--- src/rtl/exmem_ctrl.sv ---
// exmem_ctrl: memory-side slave for the arbitrated user-area request channel.
// Backs the channel with a fixed-latency synchronous word memory and keeps a
// single aligned PF_DEPTH-word read line so sequential DMA reads hit in 1 cycle.
module exmem_ctrl #(
    parameter int MEM_AW   = 13,
    parameter int READ_LAT = 10,
    parameter int PF_DEPTH = 4
) (
    input  logic              clk,
    input  logic              rst_n,
    input  logic              in_valid,
    input  logic [31:0]       addr,
    input  logic              rw,
    input  logic [31:0]       in_data,
    output logic              out_valid,
    output logic [31:0]       out_data,
    input  logic              pf_flush,
    output logic              mem_en,
    output logic [3:0]        mem_we,
    output logic [MEM_AW-1:0] mem_addr,
    output logic [31:0]       mem_wdata,
    input  logic [31:0]       mem_rdata
);

    localparam int OFF_W = $clog2(PF_DEPTH);
    localparam int TAG_W = MEM_AW - OFF_W;
    localparam logic [OFF_W-1:0] LAST_OFF = OFF_W'(PF_DEPTH - 1);

    typedef enum logic [1:0] {
        IDLE,
        WRITE,
        FETCH,
        RESP
    } state_t;

    state_t state, state_n;

    // Request decode: word index, its line tag and its offset inside the line.
    logic [MEM_AW-1:0] word_idx;
    logic [TAG_W-1:0]  req_tag;
    logic [OFF_W-1:0]  req_off_w;

    assign word_idx  = addr[MEM_AW+1:2];
    assign req_tag   = word_idx[MEM_AW-1:OFF_W];
    assign req_off_w = word_idx[OFF_W-1:0];

    // Byte-lane and aliased upper address bits carry no meaning here.
    logic unused_addr_bits;
    assign unused_addr_bits = ^{addr[31:MEM_AW+2], addr[1:0]};

    // Prefetch line and fill bookkeeping.
    logic [31:0]         buffer [PF_DEPTH];
    logic                line_valid;
    logic [TAG_W-1:0]    line_tag;
    logic [OFF_W-1:0]    req_off;
    logic [OFF_W-1:0]    iss_cnt;
    logic [OFF_W-1:0]    iss_nxt;
    logic [OFF_W-1:0]    cap_cnt;
    logic [READ_LAT-1:0] vld_sr;
    logic                flush_pend;

    logic accept;
    logic in_line;
    logic rd_strobe;
    logic rd_ret;
    logic fill_done;

    assign accept    = (state == IDLE) && in_valid;
    assign in_line   = line_valid && (req_tag == line_tag);
    assign iss_nxt   = iss_cnt + OFF_W'(1);
    // A read strobe is any memory access without byte enables.
    assign rd_strobe = mem_en && (mem_we == 4'h0);
    // The word strobed READ_LAT cycles ago is on mem_rdata this cycle.
    assign rd_ret    = vld_sr[READ_LAT-1];
    assign fill_done = (state == FETCH) && rd_ret && (cap_cnt == LAST_OFF);

    // State register.
    always_ff @(posedge clk or negedge rst_n) begin
        // NOTE: sequential state uses <= so every register samples pre-edge values.
        if (!rst_n) state <= IDLE;
        else        state <= state_n;
    end

    // Next-state logic: write, hit or miss is decided in the accept cycle.
    always_comb begin
        // NOTE: state_n takes a default first so no path leaves it unassigned (no latch).
        state_n = state;
        case (state)
            IDLE: begin
                if (in_valid) begin
                    if (rw)           state_n = WRITE;
                    else if (in_line) state_n = RESP;
                    else              state_n = FETCH;
                end
            end
            WRITE:   state_n = RESP;
            FETCH:   if (fill_done) state_n = RESP;
            RESP:    state_n = IDLE;
            default: state_n = IDLE;
        endcase
    end

    // Registered outputs, memory strobes, line tag/valid and fill counters.
    always_ff @(posedge clk or negedge rst_n) begin
        if (!rst_n) begin
            out_valid  <= 1'b0;
            out_data   <= '0;
            mem_en     <= 1'b0;
            mem_we     <= 4'h0;
            mem_addr   <= '0;
            mem_wdata  <= '0;
            line_valid <= 1'b0;
            line_tag   <= '0;
            req_off    <= '0;
            iss_cnt    <= '0;
            cap_cnt    <= '0;
            vld_sr     <= '0;
            flush_pend <= 1'b0;
        end else begin
            out_valid <= 1'b0;
            out_data  <= '0;
            mem_en    <= 1'b0;
            mem_we    <= 4'h0;
            vld_sr    <= (vld_sr << 1) | READ_LAT'(rd_strobe);

            if (pf_flush) line_valid <= 1'b0;
            if (pf_flush && state == FETCH) flush_pend <= 1'b1;

            case (state)
                IDLE: begin
                    if (in_valid) begin
                        if (rw) begin
                            mem_en    <= 1'b1;
                            mem_we    <= 4'hF;
                            mem_addr  <= word_idx;
                            mem_wdata <= in_data;
                        end else if (in_line) begin
                            out_valid <= 1'b1;
                            out_data  <= buffer[req_off_w];
                        end else begin
                            // Retarget the line and strobe its first word.
                            line_valid <= 1'b0;
                            line_tag   <= req_tag;
                            req_off    <= req_off_w;
                            iss_cnt    <= '0;
                            cap_cnt    <= '0;
                            flush_pend <= 1'b0;
                            mem_en     <= 1'b1;
                            mem_addr   <= {req_tag, {OFF_W{1'b0}}};
                        end
                    end
                end
                WRITE: begin
                    out_valid <= 1'b1;
                end
                FETCH: begin
                    if (iss_cnt != LAST_OFF) begin
                        iss_cnt  <= iss_nxt;
                        mem_en   <= 1'b1;
                        mem_addr <= {line_tag, iss_nxt};
                    end
                    if (rd_ret) cap_cnt <= cap_cnt + OFF_W'(1);
                    if (fill_done) begin
                        // A flush seen at any point of the fill leaves the line unusable.
                        line_valid <= !flush_pend && !pf_flush;
                        out_valid  <= 1'b1;
                        // The last word is still on mem_rdata, not yet in the buffer.
                        out_data   <= (req_off == LAST_OFF) ? mem_rdata : buffer[req_off];
                    end
                end
                default: ;
            endcase
        end
    end

    // Line storage: filled from returning words, updated in place by write-through.
    always_ff @(posedge clk) begin
        // NOTE: the buffer is plain storage qualified by line_valid, so it is deliberately not reset.
        if (state == FETCH && rd_ret)     buffer[cap_cnt]   <= mem_rdata;
        else if (accept && rw && in_line) buffer[req_off_w] <= in_data;
    end

endmodule

--- config.mk ---
export PLATFORM = sky130hd
export DESIGN_NAME = exmem_ctrl
export DESIGN_NICKNAME = d
export VERILOG_FILES = /design/src/rtl/exmem_ctrl.sv
export SDC_FILE = /design/constraint.sdc
export NUM_CORES = 1
export LEC_CHECK = 0
export ABC_AREA = 1
export BUFFER_PORTS_ARGS = -buffer_cell sky130_fd_sc_hd__buf_2
export CORE_ASPECT_RATIO = 0.9
export CORE_UTILIZATION = 31
export CTS_CLUSTER_DIAMETER = 40
export DETAILED_ROUTE_END_ITERATION = 10
export GPL_TIMING_DRIVEN = 0
export HOLD_SLACK_MARGIN = 0.1
export PLACE_DENSITY = 0.5
export SLEW_MARGIN = 20
export SYNTH_ARGS = -nofsm -noshare
export SYNTH_HDL_FRONTEND = slang
export SYNTH_SLANG_ARGS = --single-unit
--- constraint.sdc ---
create_clock -name clk -period 3.4 [get_ports clk]
set_input_delay 0.17 -clock clk [delete_from_list [all_inputs] [get_ports clk]]
set_output_delay 0.17 -clock clk [all_outputs]
set_load 0.005 [all_outputs]
==> flow_summary.toml, run 1 <==
[timing]
fin_hold_ws_ns = 0.135
period_minus_slack_ns = 3.19
tightestPinTransition_ns = 0.913
hold_viol = 0
fmax_mhz = 314
fin_setup_tns_ns = 0
setup_violations = 0
postLayoutSetupSlackWorst_ns = 0.211
skew_ns = 0.0223
slew_headroom = 0.391
rsz0062_at_grt = "false"
layout_worst_path_cycle_share = 0.938
slew_violations = 0

[clocking]
cts_resized = 0
cts_made_buffers = 41
path_clk_slew_ns = 0.06
tritoncts = "built"
clockRootBuffer = "clkbuf_16"
htreeDepth = 2
clk_latency_ns = 0.54
clock-sinks = 239
clk_path_buf_depth = 3

[route]
drt_first_pass_iters = 6
routed_via_density = 4.89
drc = 0
vias = 9870
drt_iter0_drc = 828
antenna_left = 0
drt_wl_total_um = 37700
post_drt_wl_per_cell_um = 18.7

[yosys]
ys.flop_type = "edfxtp_1"
synth.most_common_cell = "o21ai_0"
synth_seq_cells = 239
avgSynthCellArea_um2 = 9.10
synth_nets = 1333
synthCells = 1225
synthArstFlopShare = 0.464
yosysSeqAreaShare = 0.594
yosysWarnings = 0
synth_edf_count = 128
synth_top_area_frac = 0.345
ys_top_cells_by_area = "edfxtp_1 (34%), dfrtp_1 (25%), o21ai_0 (11%), a21oi_1 (7.3%), nand2_1 (6.0%)"
ys_types = 31
yosysTopAreaCell = "edfxtp_1"
ys_top_cells_by_count = "o21ai_0 (236), nand2_1 (177), inv_1 (172)"
syn_area_mm2 = 0.0112

[layout]
drive_gt1_frac = 0.180
num-nets-final = 1624
areaGrowthSynthToFinish_pct = 33.7
diodes = 0

[floorplanning]
num_rows = 65
ios = 184
fp.dieH_um = 182
core_area_mm2 = 0.0352
die_w_um = 202
start_util = 0.317
dieArea_mm2 = 0.0367

[run]
max_cap_viol_count = 0

[grt]
grt_first_pass_wirelength_um = 56900
grt_max_degree = 69
grt_antenna_before_repair = 0
overflow = 0
grtUsageTotal = 0.204
grt_pass1_vias = 9661

[worst_hold_path]
min-delay-path-class = "in2async"

[critical_path]
end_kind = "flop"
r2r_slack_ns = 0.21
reg2reg_to = "buffer[2][1]"
r2r-start = "state[0]"
critPathRequiredTime_ns = 3.64
reg2reg_depth = 10
startpoint_type = "flop"
cp_max_fo = 18
arrival_ns = 3.42
crit_type = "reg2reg"

[placed_design]
port_buffers = 162
place_hpwl_um = 25400
dpl_worst_slack_ns = 0.259
globalplace.congestion = 0.857

[run_status]
status = "finished, final reports clean"

[power_and_ir_drop]
p_leak_nw = 6.76
p_per_area_mw_per_mm2 = 761
worst_ir_drop_vdd_mv = 0.315
sequential cells by signal, summed over array words and instances, names as in the netlist:
name	flops
line_tag	11
mem_we	1
out_data	32
vld_sr	10
mem_wdata	32
mem_en	1
buffer	128
mem_addr	13
state	2
out_valid	1
req_off	2
cap_cnt	2
line_valid	1
iss_cnt	2
flush_pend	1
per-layer routing:
layer	track usage	share of wire	routed length, um
met5	0	0	0
met4	0.0718	0.026	988
met3	0.0372	0.071	2680
met2	0.315	0.44	16700
met1	0.287	0.46	17300
worst max-delay path, cell delays in order, from the launching register on:
cell,delay (ns)
dfrtp_1,0.40
inv_1,0.13
ha_1,0.27
nand2_1,0.09
nor2_1,0.34
nand4_2,0.22
buf_4,0.26
nand2_1,0.08
nand3_1,0.18
nor2_4,0.65
buf_16,0.24
per-stage QoR:
step | cells | util | area [um^2] | power, mW
3_5_place_dp | 1862 | 0.362 | 12700 | 7.26
6_report | 2018 | 0.423 | 14900 | 11.3
3_3_place_gp | 1856 | 0.356 | 12500 | 7.18
4_1_cts | 2018 | 0.423 | 14900 | 11.4
2_1_floorplan | 1225 | - | 11200 | 5.96
5_1_grt | 2018 | 0.423 | 14900 | 12.0
worst max path at each step:
stage              from             to
6_report       state[0]   buffer[2][1]
3_5_place_dp   state[0]  buffer[2][17]
4_1_cts        state[0]  buffer[2][10]
5_1_grt        state[0]   buffer[2][1]
2_1_floorplan  state[0]   buffer[0][0]
3_3_place_gp   state[1]  buffer[2][17]
kinds of logic (layout without fill, tap and decap cells):
| family | after synthesis | count (layout) | share of synthesized area |
|---|---|---|---|
| AO/OA/AOI/OAI | 469 | 469 | 0.216 |
| adder cells (fa/ha/maj) | 7 | 7 | 0.00785 |
| buffers and inverters | 256 | 580 | 0.0917 |
| flip-flops | 239 | 239 | 0.594 |
| AND/OR/NAND/NOR | 254 | 254 | 0.0903 |
repair_timing:
item                                   in CTS  in global routing
buffers inserted                            0                  0
endpoints found under the hold margin     290                  0
hold buffers                               80                  0
cell usage in the layout, fill, tap and decap left out, drive strengths merged, types with 2 or more instances in the layout:
| cell type | count |
|---|---|
| o22ai | 32 |
| o21ai | 269 |
| buf | 196 |
| clkbuf | 97 |
| or2 | 2 |
| nor3 | 2 |
| nand4 | 5 |
| edfxtp | 128 |
| clkinv | 12 |
| nor2 | 58 |
| ha | 7 |
| dfrtp | 111 |
| a21oi | 164 |
| nand2 | 177 |
| clkinvlp | 6 |
| a22oi | 2 |
| nand3 | 9 |
| dlygate4sd3 | 80 |
| inv | 188 |
cell type report:
cell class	instances	area (um^2)
plain buffers	78	354
clock buffers	47	1110
clock inverters	29	243
fillers	3454	20300
inverters	178	668
multi-input cells	730	3540
flip-flops and latches	239	6620
well taps	469	587
repair buffers	248	1780
power by group:
group / internal, mW / leakage (nW) / switching, mW
clock: 2.48 / 0.654 / 1.55
combinational: 1.20 / 3.52 / 2.22
sequential: 3.62 / 2.59 / 0.281
Power figures use the tool's default switching activity.
==> run 2: changes to the inputs <==
--- a/config.mk
+++ b/config.mk
@@ -5,7 +5,6 @@
 export SDC_FILE = /design/constraint.sdc
 export NUM_CORES = 1
 export LEC_CHECK = 0
-export ABC_AREA = 1
 export BUFFER_PORTS_ARGS = -buffer_cell sky130_fd_sc_hd__buf_2
 export CORE_ASPECT_RATIO = 0.9
 export CORE_UTILIZATION = 31
==> flow_summary.toml, run 2 <==
[timing]
slew_headroom = 0.300
hold_viol = 0
fmax_mhz = 316
slew_violations = 0
tightestPinTransition_ns = 1.05
setup_violations = 0
postLayoutSetupSlackWorst_ns = 0.237
period_minus_slack_ns = 3.16
layout_worst_path_cycle_share = 0.930
fin_hold_ws_ns = 0.152
skew_ns = 0.0271
rsz0062_at_grt = "false"

[layout]
final_cell_mix = "buf_2 (169), edfxtp_1 (128), dfrtp_1 (111), mux2_2 (87), dlygate4sd3_1 (79)"
top_register = "buffer"
final_common_cell = "buf_2"
diodes = 0
multi_input_area_mm2 = 0.00356
fillers = 3021
fin_cells = 1385
regArea_mm2 = 0.00662
drive_gt1_frac = 0.434
largest_reg_flops = 128
num-nets-final = 1038
areaGrowthSynthToFinish_pct = 35.8
top_regs = "buffer x128, mem_wdata x32, out_data x32"

[critical_path]
end_kind = "flop"
r2r_slack_ns = 0.24
r2r-start = "state[0]"
cp_slowest_cell = "dfrtp_1"
crit_type = "reg2reg"
crit_chain = "inv_1, ha_1, nand3_2, inv_1, nand2_1, nor4_4, buf_4, nand3_1, o21ai_4, buf_16, buf_16"
arrival_ns = 3.40
slowest_delay_ns = 0.40
reg2reg_depth = 11
critPathRequiredTime_ns = 3.64
reg2reg_to = "buffer[3][18]"
startpoint_type = "flop"
cp_max_fo = 12

[route]
routed_via_density = 4.70
drt_iter0_drc = 253
drt_first_pass_iters = 4
drc = 0
antenna_left = 0
post_drt_wl_per_cell_um = 19.6
vias = 6516
drt_wl_total_um = 27200

[placed_design]
place_hpwl_um = 18200
dpl.cell_count = 1228
port_buffers = 161
dpl_worst_slack_ns = -0.577
globalplace.congestion = 0.750

[yosys]
yosysSeqAreaShare = 0.632
ys.flop_type = "edfxtp_1"
yosysWarnings = 0
synthSimpleGateAreaFrac = 0.0368
synthAdderAreaFrac = 0.00836
synthArstFlopShare = 0.464
syn_area_mm2 = 0.0105
synth_nets = 745
synth_edf_count = 128
avgSynthCellArea_um2 = 16.4
ys_types = 39
synth_top_family_by_area = "multiplexers"
synthXorXnorAreaFrac = 0.00920
ys_top_cells_by_area = "edfxtp_1 (37%), dfrtp_1 (27%), mux4_2 (14%), mux2_2 (9.4%), o21ai_0 (1.7%)"
synth.most_common_cell = "edfxtp_1"
synth-compound-area-share = 0.0303
synthMuxAreaShare = 0.252
synthCells = 637
ys_top_cells_by_count = "edfxtp_1 (128), dfrtp_1 (111), mux2_2 (87)"
synth_seq_cells = 239
synth_top_area_frac = 0.367
yosysTopAreaCell = "edfxtp_1"

[power_and_ir_drop]
worst_ir_drop_vdd_mv = 0.344
p_leak_nw = 5.82
p_comb_frac = 0.254
seq_power_share = 0.372
power.total_mw = 10.7
clock_power_share = 0.374
switchingPower_mw = 2.98
p_sw_frac = 0.278
intPower_mw = 7.72
p_per_area_mw_per_mm2 = 752

[run_status]
status = "finished, final reports clean"

[clocking]
path_clk_slew_ns = 0.05
clockRootBuffer = "clkbuf_16"
tritoncts = "built"
clock-sinks = 239
clk_path_buf_depth = 3
htreeDepth = 2
clk_latency_ns = 0.53
cts_made_buffers = 41

[grt]
grtUsageTotal = 0.162
overflow = 0
grt_pass1_vias = 6785
grt_first_pass_wirelength_um = 41400
grt_max_degree = 72
grt_antenna_before_repair = 0

[worst_hold_path]
min-delay-path-class = "in2async"

[floorplanning]
ios = 184
core_area_mm2 = 0.0331
num_rows = 63
fp.dieH_um = 176
start_util = 0.316
dieArea_mm2 = 0.0345
die_w_um = 196

[run]
max_cap_viol_count = 0
-- run 2: worst max path at each step --
| stage | start | endpoint | slack, ns | depth (start not counted) |
|---|---|---|---|---|
| CTS | state[0] | buffer[2][9] | 0.11 | 11 |
| finish | state[0] | buffer[3][18] | 0.24 | 11 |
| detailed placement | state[0] | buffer[2][17] | -0.58 | 11 |
| global route | state[0] | buffer[3][18] | 0.02 | 11 |
| global placement | state[0] | buffer[3][16] | -3.42 | 6 |
| floorplan | state[0] | buffer[1][0] | -0.63 | 6 |
-- run 2: stage by stage --
step	util	instance area (um^2)	setup TNS (ns)
floorplan	-	10500	-40.41
global route	0.430	14200	0
CTS	0.429	14200	0
detailed placement	0.364	12100	-37.98
finish	0.430	14200	0
global placement	0.357	11800	-274.19
-- run 2: power groups by stage --
stage / logic (mW) / clock network [mW] / registers (mW)
floorplan: 1.77 / 0 / 4.00
global placement: 2.61 / 0 / 4.03
detailed placement: 2.69 / 0 / 4.03
CTS: 2.77 / 4.12 / 3.99
global route: 2.97 / 4.24 / 4.06
finish: 2.71 / 4.00 / 3.98
-- run 2: cell families after synthesis --
group                    count (synthesis)
AO/OA/AOI/OAI                           55
XOR/XNOR                                11
adder cells (fa/ha/maj)                  7
buffers and inverters                   78
flip-flops                             239
multiplexers                           167
AND/OR/NAND/NOR                         80
-- run 2: cell type report --
cell class              instances  share of cell area
flip-flops and latches        239               0.465
multi-input cells             320               0.251
repair buffers                250               0.129
clock buffers                  48              0.0770
well taps                     422              0.0371
clock inverters                28              0.0179
plain buffers                  39              0.0130
inverters                      39              0.0103
-- run 2: routing by layer --
metal	GRT usage	wire (um)	vias up
met5	0	0	-
met4	0.0524	659	0
met3	0.0315	1190	50
met2	0.260	12700	149
met1	0.220	12700	3296
li1	-	-	3021
-- run 2: critical path, delay by kind of cell (launching register included) --
family,cells,cell delay (ns)
and+or+nand+nor,4,0.91
DFF,1,0.40
adders and majority gates,1,0.30
buffers and inverters,5,0.95
AOI/OAI and AO/OA,1,0.30
-- run 2: what timing repair did --
item                                    CTS  global route
buffers inserted                          1             1
hold buffers                             79             0
pin swaps                                 1             1
endpoints found under the setup margin  192            12
endpoints found under the hold margin   311             0
resized for setup                         2             0
